<file path="src/rtl/pes_vm_change_dispenser.sv">
// Change dispenser: queues vend change requests and hands out 5-unit coins one hopper handshake at a time.
// Optional hopper-ack timeout is compiled in with PES_VM_CHG_TIMEOUT_EN.
module pes_vm_change_dispenser #(
  parameter int DEPTH          = 4,
  parameter int GAP_CYCLES     = 2,
  parameter int TIMEOUT_CYCLES = 16
) (
  input  logic       clock,
  input  logic       reset,
  input  logic       out,
  input  logic [1:0] change,
  output logic       hopper_req,
  input  logic       hopper_ack,
  output logic       busy,
  output logic [3:0] pending,
  output logic       overflow,
  output logic       illegal,
  output logic       fault
);

  localparam int AW = $clog2(DEPTH);
  localparam int GW = $clog2(GAP_CYCLES) + 1;

  if (GAP_CYCLES < 1 || TIMEOUT_CYCLES < 1) begin : g_param_check
    $error("GAP_CYCLES and TIMEOUT_CYCLES must be at least 1");
  end

  typedef enum logic [1:0] {IDLE, LOAD, REQ, GAP} state_t;
  state_t state, state_n;

  logic [1:0]    mem [DEPTH];
  logic [AW-1:0] wptr, rptr;
  logic [AW:0]   count;
  logic [1:0]    coins;
  logic [GW-1:0] gcnt;
  logic          push, push_ok, pop, full, empty, ack_take, timeout;
  logic [3:0]    add, sub;

  assign push     = out && (change == 2'd1 || change == 2'd2);
  assign full     = (count == (AW+1)'(DEPTH));
  assign empty    = (count == '0);
  assign pop      = (state == LOAD);
  // A full queue still accepts when the head leaves on the same edge.
  assign push_ok  = push && (!full || pop);
  assign ack_take = (state == REQ) && hopper_ack;

`ifdef PES_VM_CHG_TIMEOUT_EN
  localparam int TW = $clog2(TIMEOUT_CYCLES) + 1;
  logic [TW-1:0] tcnt;

  assign timeout = (state == REQ) && !hopper_ack && (tcnt == TW'(TIMEOUT_CYCLES - 1));

  // Held at zero outside REQ, so every entry into REQ starts a fresh count.
  always_ff @(posedge clock) begin
    if (reset) begin
      tcnt  <= '0;
      fault <= 1'b0;
    end else begin
      tcnt <= (state == REQ) ? tcnt + 1'b1 : '0;
      if (timeout) fault <= 1'b1;
    end
  end
`else
  assign timeout = 1'b0;
  assign fault   = 1'b0;
`endif

  always_comb begin
    state_n = state;
    case (state)
      IDLE: if (!empty) state_n = LOAD;
      LOAD: state_n = REQ;
      REQ: begin
        if (ack_take)     state_n = GAP;
        else if (timeout) state_n = IDLE;
      end
      GAP: if (gcnt == '0) state_n = (coins != 2'd0) ? REQ : IDLE;
      default: state_n = IDLE;
    endcase
  end

  always_comb begin
    add = push_ok ? {2'b00, change} : 4'd0;
    sub = 4'd0;
    if (ack_take)     sub = 4'd1;
    else if (timeout) sub = {2'b00, coins};
  end

  always_ff @(posedge clock) begin
    if (push_ok) mem[wptr] <= change;
  end

  always_ff @(posedge clock) begin
    if (reset) begin
      state      <= IDLE;
      hopper_req <= 1'b0;
      wptr       <= '0;
      rptr       <= '0;
      count      <= '0;
      coins      <= 2'd0;
      gcnt       <= '0;
      pending    <= 4'd0;
      overflow   <= 1'b0;
      illegal    <= 1'b0;
    end else begin
      state      <= state_n;
      hopper_req <= (state_n == REQ);
      illegal    <= out && (change == 2'd3);
      pending    <= pending + add - sub;
      if (push && !push_ok) overflow <= 1'b1;
      if (push_ok) wptr <= wptr + 1'b1;
      if (pop)     rptr <= rptr + 1'b1;
      case ({push_ok, pop})
        2'b10:   count <= count + 1'b1;
        2'b01:   count <= count - 1'b1;
        default: count <= count;
      endcase
      if (pop)           coins <= mem[rptr];
      else if (ack_take) coins <= coins - 1'b1;
      else if (timeout)  coins <= 2'd0;
      if (ack_take)                      gcnt <= GW'(GAP_CYCLES - 1);
      else if (state == GAP && gcnt != '0) gcnt <= gcnt - 1'b1;
    end
  end

  assign busy = (pending != 4'd0) || (state != IDLE);

endmodule

</file>
<file path="config.mk">
export PLATFORM = sky130hd
export DESIGN_NAME = pes_vm_change_dispenser
export DESIGN_NICKNAME = d
export VERILOG_FILES = /design/src/rtl/pes_vm_change_dispenser.sv
export SDC_FILE = /design/constraint.sdc
export NUM_CORES = 1
export LEC_CHECK = 0
export CAP_MARGIN = 20
export CORE_UTILIZATION = 40
export DETAILED_ROUTE_END_ITERATION = 10
export PLACE_DENSITY = 0.58
export SKIP_CTS_REPAIR_TIMING = 1
export SLEW_MARGIN = 5
export SYNTH_ARGS = -nofsm -noshare
export SYNTH_HDL_FRONTEND = slang
export SYNTH_SLANG_ARGS = --single-unit
</file>
<file path="constraint.sdc">
create_clock -name clock -period 3.3 [get_ports clock]
set_input_delay 0.495 -clock clock [delete_from_list [all_inputs] [get_ports clock]]
set_output_delay 0.495 -clock clock [all_outputs]
set_load 0.01 [all_outputs]
</file>
==> After elaboration in Yosys (flattened, before gate mapping) <==
Memory sizes are Yosys's and may differ from the RTL's. A register that Yosys moved wholly into a read port is not among the register bits.
Cells that the tools add are included.
{ "totals": {"register_bits": 20, "ram_bits": 8, "in_bits": 6, "output_inout_bits": 9, "wordCells": 68, "memories": 1} }
{ "memory_table": {"columns": ["name", "words", "word_bits", "read_ports", "rd_ports_with_merged_regs", "write_ports", "line", "source"], "rows": [
  ["mem", 4, 2, 1, 1, 1, "31", "logic [1:0] mem [DEPTH];"]
]} }
{ "op_classes": {"addsub": 8, "n_eq_ne": 10, "mux": 16, "n_reduce_logical": 22} }
{ "ops": {"columns": ["cell", "count"], "rows": [
  ["2-to-1 mux 2 bit", 9],
  ["equality test 2 bit (second input constant)", 6],
  ["nonzero test 2 bit", 6],
  ["case mux 2 bit (4 select lines)", 1],
  ["equality test 2 x 1 -> 1 bit (second input constant)", 3],
  ["logical AND 1 bit", 6],
  ["case mux 3 bit (2 select lines)", 1],
  ["2-to-1 mux 1 bit", 5],
  ["adder 2 x 1 -> 2 bit (second input constant)", 2],
  ["adder 4 x 2 -> 4 bit", 1],
  ["zero test 2 bit", 2],
  ["nonzero test 4 bit", 1],
  ["subtractor 2 x 1 -> 2 bit (second input constant)", 2],
  ["subtractor 4 bit", 1],
  ["adder 3 x 1 -> 3 bit (second input constant)", 1],
  ["equality test 3 bit (second input constant)", 1],
  ["zero test 3 bit", 1],
  ["logical OR 1 bit", 3],
  ["subtractor 3 x 1 -> 3 bit (second input constant)", 1],
  ["zero test 1 bit", 2],
  ["OR reduction 2 bit", 1]
]} }

==> Longest topological paths before layout <==
Gate-level depths: netlist of run 1.
{ "depth": {"ltp_word": 7, "ltp_mapped": 11} }

==> Worst setup path after synthesis of run 1 <==
Ideal clock, no wire load.
{ "synth_timing": {"path_kind": "input-to-reg", "startpoint": "input port change[0]", "endpoint": "register pending[3]", "arrival_ns": 2.421, "path_slack_ns": 0.758, "cell_stages": 10, "path_buffers": 0, "path_cell_list": "ha_1 -> nand2_1 -> a31oi_4 -> nand2_1 -> ha_1 -> inv_1 -> ha_1 -> a21o_1 -> a21oi_1 -> mux2_2"} }
{ "synth_via": {"elab_chain_cells": 7, "elab_cells_between_ends": 8, "cone_classes": "2 x add/sub; 2 x eq/ne; 1 x mux; 3 x reduce/logical"} }
{ "synth_rtl": {"columns": ["element", "line", "source"], "rows": [
  ["start: declaration", "11", "input logic [1:0] change,"],
  ["equality test 2 x 1 -> 1 bit / equality test 2 bit (equally long branches)", "39", "assign push = out && (change == 2'd1 || change == 2'd2);"],
  ["logical OR 1 bit", "39", null],
  ["logical AND 1 bit", "39", null],
  ["logical AND 1 bit", "44", "assign push_ok = push && (!full || pop);"],
  ["2-to-1 mux 2 bit (*)", "83", "add = push_ok ? {2'b00, change} : 4'd0;"],
  ["adder 4 x 2 -> 4 bit (*)", "109", "pending <= pending + add - sub;"],
  ["subtractor 4 bit (*)", "109", null],
  ["end signal: assignment", "109", null],
  ["end: declaration", "15", "output logic [3:0] pending,"]
]} }
Mark *: on every way between the ends. The rest lies on a longest branch, timed or not.
A chain may end at the register's enable or synchronous reset.

==> Final worst setup path of run 1 <==
{ "layout_timing": {"startpoint": "input port change[1]", "endpoint": "register pending[3]"} }
The elaborated chain is that of the path after synthesis.

==> impl_metrics.json, run 1 <==
{
  "antenna_found_initial": 0,
  "start_kind": "input port",
  "critical_path_class": "in2reg",
  "hpwl_um": 2080,
  "cts_buffer_depth": 2,
  "finClkSkew_ns": 0.00397,
  "gr-usage-all-layers_pct": 16.0,
  "grt_pass1_wl_um": 4820,
  "drv_cap": 0,
  "peakVddDrop_uv": 384,
  "wl_per_cell_um": 13.0,
  "cts_tree": "done",
  "max_stage_delay_ns": 0.43,
  "status": "completed",
  "critPathMaxFanout": 2,
  "syn_area_mm2": 0.00156,
  "power_density_mw_per_mm2": 716,
  "reg2reg_from": "state[0]",
  "grt_pass1_vias": 1041,
  "finalWeightedCongestion": 0.723,
  "worstHoldPathType": "reg2reg",
  "ant_nets": 0,
  "final-max-slew-violation-count": 0,
  "tightest_slew_ns": 0.519,
  "die_h_um": 64.4,
  "crit_family": "adder cells",
  "r2r-end": "pending[3]",
  "synthesis.nets": 168,
  "ioPinCount": 15,
  "synthCells": 146,
  "htreeDepth": 2,
  "fin_tns_setup_ns": 0,
  "cp.buffers_inverters": 2,
  "cp_slowest_cell": "clkdlybuf4s50_1",
  "period_share_pct": 81.8,
  "core_mm2": 0.00369,
  "grt_start_max_net_pins": 16,
  "drcViolationCount": 0,
  "yosys.cell_types.count": 41,
  "syn_area_per_cell_um2": 10.7,
  "synthTopCellsByArea": "dfxtp_1 (28%), edfxtp_1 (15%), ha_1 (11%)",
  "worst_setup_path_end_kind": "flip-flop",
  "synthToLayoutAreaGrowth_pct": 17.8,
  "drive_gt1_share_pct": 15.6,
  "hold_viol": 0,
  "p_leak_nw": 0.761,
  "synth.top_cell.area_share_pct": 28.3,
  "worstSkewPairLatency_ns": 0.28,
  "std_cell_rows": 22,
  "portBuffers": 13,
  "setup_viol": 0,
  "cp.depth": 11,
  "fmax_mhz": 370,
  "diodes": 0,
  "synth_largest_area_cell": "dfxtp_1",
  "slew_headroom_pct": 65.4,
  "overflow": 0,
  "nFillCells": 358,
  "start_util_pct": 42.2,
  "cts.sinks": 30,
  "cts_root_buf": "clkbuf_8",
  "clk_pin_slew_ns": 0.06,
  "yosys_warnings": 0,
  "die-area_mm2": 0.00414,
  "drt-total-wl_um": 2790,
  "critPathLaunch": "change[1]",
  "ff2ff_path_depth": 9,
  "layout.nets": 188,
  "dr.first_iter.drc_count": 61,
  "yosysSeqAreaShare_pct": 43.8,
  "crit_required_ns": 3.47,
  "critical_path.cell_chain": "clkdlybuf4s50_1 > ha_1 > nand2_1 > a31oi_4 > nand2_1 > ha_1 > inv_1 > ha_1 > a21o_1 > a21oi_1 > mux2_2",
  "r2r_slack_ns": 0.80,
  "setup.worst_path.end": "pending[3]",
  "die_w_um": 64.4,
  "rsz0062_at_grt": "no",
  "min_period_ns": 2.70,
  "crit_top_cell": "ha_1",
  "vias_per_cell": 4.75,
  "cts_buffers": 5,
  "final_area_mm2": 0.00183,
  "dpl_cell_area_mm2": 0.00175,
  "drt-pass1-iter-count": 3,
  "num_vias": 1021,
  "final_cell_mix": "inv_1 (22), dfxtp_1 (22), nor2_1 (15)",
  "cp.arrival_ns": 2.87,
  "synth_seq_cells": 30
}
cells in the mapped netlist:
master      n
a21o_1      1
buf_6       1
or3_1       1
mux2_2      1
ha_1       14
xnor2_1     1
xor2_1      4
nand3b_4    2
nor4b_1     1
nand2_1     7
a31oi_4     1
a221oi_1    1
nand3_1     1
nor2b_1     2
a21oi_1     5
a221o_2     1
buf_2       2
inv_2       1
o21bai_1    1
o21ai_0     3
a41oi_1     1
inv_1      22
and3_1      1
mux4_2      2
fa_1        2
and4bb_2    1
nor2_1     15
and2_1      5
a41oi_2     1
buf_4       2
dfxtp_1    22
conb_1      1
nand3b_1    2
a31oi_1     2
nor2_2      1
nand2b_4    1
edfxtp_1    8
nand2b_1    3
mux2_4      1
a2111oi_2   1
mux2i_1     1
worst min-delay path by stage:
stage          startpoint      end  depth (start not counted)
2_1_floorplan     gcnt[1]  gcnt[1]                          2
3_3_place_gp      gcnt[1]  gcnt[1]                          2
3_5_place_dp      gcnt[1]  gcnt[1]                          2
4_1_cts           gcnt[1]  gcnt[1]                          2
5_1_grt           gcnt[1]  gcnt[1]                          2
6_report          gcnt[1]  gcnt[1]                          2
worst reg2reg max path: cells and delay by family (launching register included):
family                   cells  cell delay (ns)
adder cells (fa/ha/maj)      2             0.60
multiplexers                 1             0.34
flip-flops                   1             0.65
buffers and inverters        1             0.05
AO/OA/AOI/OAI                3             0.51
AND/OR/NAND/NOR              2             0.24
report_power, final:
group	leakage, nW	switching, W	internal (W)
Combinational	0.467	0.000244	0.000266
Sequential	0.252	0.0000641	0.000456
Clock	0.0416	0.000139	0.000144
routing by layer:
layer,GRT usage (%),vias to the layer above,share of wire [%]
li1,-,526,-
met2,25.9,11,50
met5,0,-,0
met3,5.36,6,3.3
met4,8.89,0,2.1
met1,18.2,478,45
flip-flops by register name, summed over array words and instances, names as in the netlist, named ones only:
register    count
pending         4
gcnt            2
rptr            2
coins           2
state           2
hopper_req      1
wptr            2
count           3
illegal         1
mem             8
overflow        1
per-stage QoR:
step,worst slack (ns),hold WS (ns),instances,power [W],utilization (%)
final,0.600,0.478,215,0.00131,49.7
after global routing,0.450,0.508,215,0.00141,49.7
after CTS,0.585,0.484,215,0.00133,49.7
after detailed placement,0.286,0.475,207,0.00104,47.4
after global placement,0.337,0.466,207,0.00102,47.4
after floorplan,0.758,0.455,146,0.000884,-
cell type report:
type	count	area, µm²	share of cell area [%]
clock buffer	5	68.8	3.76
sequential	30	681	37.2
tap	48	60.1	3.28
inverter	23	86.3	4.71
clock inverter	3	16.3	0.888
timing repair buffer	18	168	9.15
multi-input combinational	88	752	41.1
kinds of logic after synthesis:
logic type | Yosys count | share of synthesized area [%]
buffers and inverters | 28 | 7.88
muxes | 5 | 5.23
AOI/OAI and AO/OA | 18 | 9.57
DFF | 30 | 43.8
and+or+nand+nor | 43 | 16.7
adders and majority gates | 16 | 13.8
other | 1 | 0.241
xor gates and xnor gates | 5 | 2.82
(Power assumes the default switching activity.)
==> run 2, diff against run 1 <==
==> constraint.sdc (replaced) <==
create_clock -name clock -period 2.67 [get_ports clock]
set_input_delay 0.4005 -clock clock [delete_from_list [all_inputs] [get_ports clock]]
set_output_delay 0.4005 -clock clock [all_outputs]
set_load 0.01 [all_outputs]
==> run 2 against run 1 <==
- global-route usage is 0.36 points lower
- critical path depth is 1 lower
- register-to-register slack worse by 0.26 ns
- clock skew is 0.0022 ns higher
- sequential power is 21% higher
- critical endpoint unchanged
- sequential cell count stayed put
- highest routed layer unchanged
- largest cell class unchanged
- via count is 2.4% higher
- die area stayed put
- routed wire length is 3.0% lower
- worst hold slack better by 0.0093 ns
==> impl_metrics.json, run 2 (synthesized netlist as in run 1, its figures left out) <==
{
  "status": "completed",
  "peakVddDrop_uv": 606,
  "die_w_um": 64.4,
  "gr-usage-all-layers_pct": 15.6,
  "antenna_found_initial": 0,
  "final_cell_mix": "inv_1 (22), dfxtp_1 (22), nor2_1 (15)",
  "p_leak_nw": 0.831,
  "drt-pass1-iter-count": 4,
  "ff2ff_path_depth": 10,
  "cts_buffer_depth": 2,
  "period_share_pct": 87.1,
  "worst_setup_path_end_kind": "flip-flop",
  "cts_root_buf": "clkbuf_8",
  "hold-worst-slack_ns": 0.487,
  "synthToLayoutAreaGrowth_pct": 24.1,
  "diodes": 0,
  "wl_per_cell_um": 12.2,
  "grt_start_max_net_pins": 14,
  "r2r-end": "count[2]",
  "overflow": 0,
  "min_period_ns": 2.33,
  "regMostFlops": "mem",
  "critPathLaunch": "out",
  "worstSkewPairLatency_ns": 0.28,
  "layout.nets": 195,
  "largest_reg_flops": 8,
  "clk_pin_slew_ns": 0.07,
  "std_cell_rows": 22,
  "num_vias": 1046,
  "ioPinCount": 15,
  "finClkSkew_ns": 0.00616,
  "finalWeightedCongestion": 0.715,
  "drt-total-wl_um": 2710,
  "fin_tns_setup_ns": 0,
  "cts.sinks": 30,
  "setup.worst_path.end": "pending[3]",
  "dr.first_iter.drc_count": 64,
  "drv_cap": 0,
  "portBuffers": 13,
  "hold_viol": 0,
  "grt_pass1_vias": 1034,
  "die_h_um": 64.4,
  "ant_nets": 0,
  "setup_viol": 0,
  "start_util_pct": 42.2,
  "cts_buffers": 5,
  "worstHoldPathType": "reg2reg",
  "drcViolationCount": 0,
  "vias_per_cell": 4.71,
  "crit_required_ns": 2.84,
  "hpwl_um": 2130,
  "fmax_mhz": 430,
  "min-delay-start": "gcnt[1]",
  "htreeDepth": 2,
  "reg_top3": "mem x8, pending x4, count x3",
  "power_density_mw_per_mm2": 910,
  "reg2reg_from": "count[0]",
  "critical_path_class": "in2reg",
  "r2r_slack_ns": 0.54,
  "rsz0062_at_grt": "no",
  "final-max-slew-violation-count": 0,
  "die-area_mm2": 0.00414,
  "core_mm2": 0.00369,
  "cp.arrival_ns": 2.50,
  "grt_pass1_wl_um": 4780,
  "cts_tree": "done",
  "drive_gt1_share_pct": 20.7,
  "start_kind": "input port",
  "nFillCells": 325,
  "critPathMaxFanout": 3
}
[run 2: cell count changes in the layout (fill, tap and decap cells not counted), sizes merged]
| cell | previous run | this run |
|---|---|---|
| buf | 5 | 12 |
| clkdlybuf4s50 | 13 | 11 |
| clkinvlp | 1 | 0 |
| bufinv | 0 | 1 |
| dlymetal6s2s | 0 | 2 |
[run 2: how the worst min path moves through the flow]
stage               to  cells after the start
2_1_floorplan  gcnt[1]                      2
3_3_place_gp   gcnt[1]                      2
3_5_place_dp   gcnt[1]                      2
4_1_cts        gcnt[1]                      2
5_1_grt        gcnt[1]                      2
6_report       gcnt[1]                      2
[run 2: layout make-up]
type | count | area (µm²) | area share [%]
clock inverters | 3 | 40.0 | 2.08
clock buffers | 5 | 68.8 | 3.57
repair buffers | 25 | 225 | 11.7
well taps | 48 | 60.1 | 3.11
inverters | 23 | 86.3 | 4.47
multi-input cells | 88 | 768 | 39.8
flip-flops and latches | 30 | 681 | 35.3
[run 2: stage by stage]
step                      utilization (%)  power (W)  std cells  cell area (µm²)  setup WS, ns
after floorplan                         -    0.00109        146             1560         0.222
final                                52.3    0.00176        222             1930         0.345
after global routing                 52.3    0.00189        222             1930         0.213
after CTS                            51.7    0.00177        222             1910         0.101
after global placement               48.8    0.00129        214             1800        -0.149
after detailed placement             48.8    0.00131        214             1800        -0.199
[run 2: layer usage]
metal	up-vias	track usage [%]	share of wire (%)
met5	-	0	0
met3	6	5.00	3.6
met2	16	23.6	46
li1	539	-	-
met1	485	20.0	48
met4	0	7.50	2.0
[run 2: worst max-delay path, cell delays in order]
cell and delay, ns:
clkdlybuf4s50_1 0.51, nand2_1 0.10, a31oi_4 0.15, nand2_1 0.07, ha_1 0.29, inv_1 0.04, ha_1 0.28, a21o_1 0.19
a21oi_2 0.13, mux2_2 0.33
[run 2: where the power goes]
group / internal [W] / total [W] / switching (W)
logic: 0.000358 / 0.000679 / 0.000320
clock network: 0.000274 / 0.000449 / 0.000175
registers: 0.000563 / 0.000628 / 0.0000644
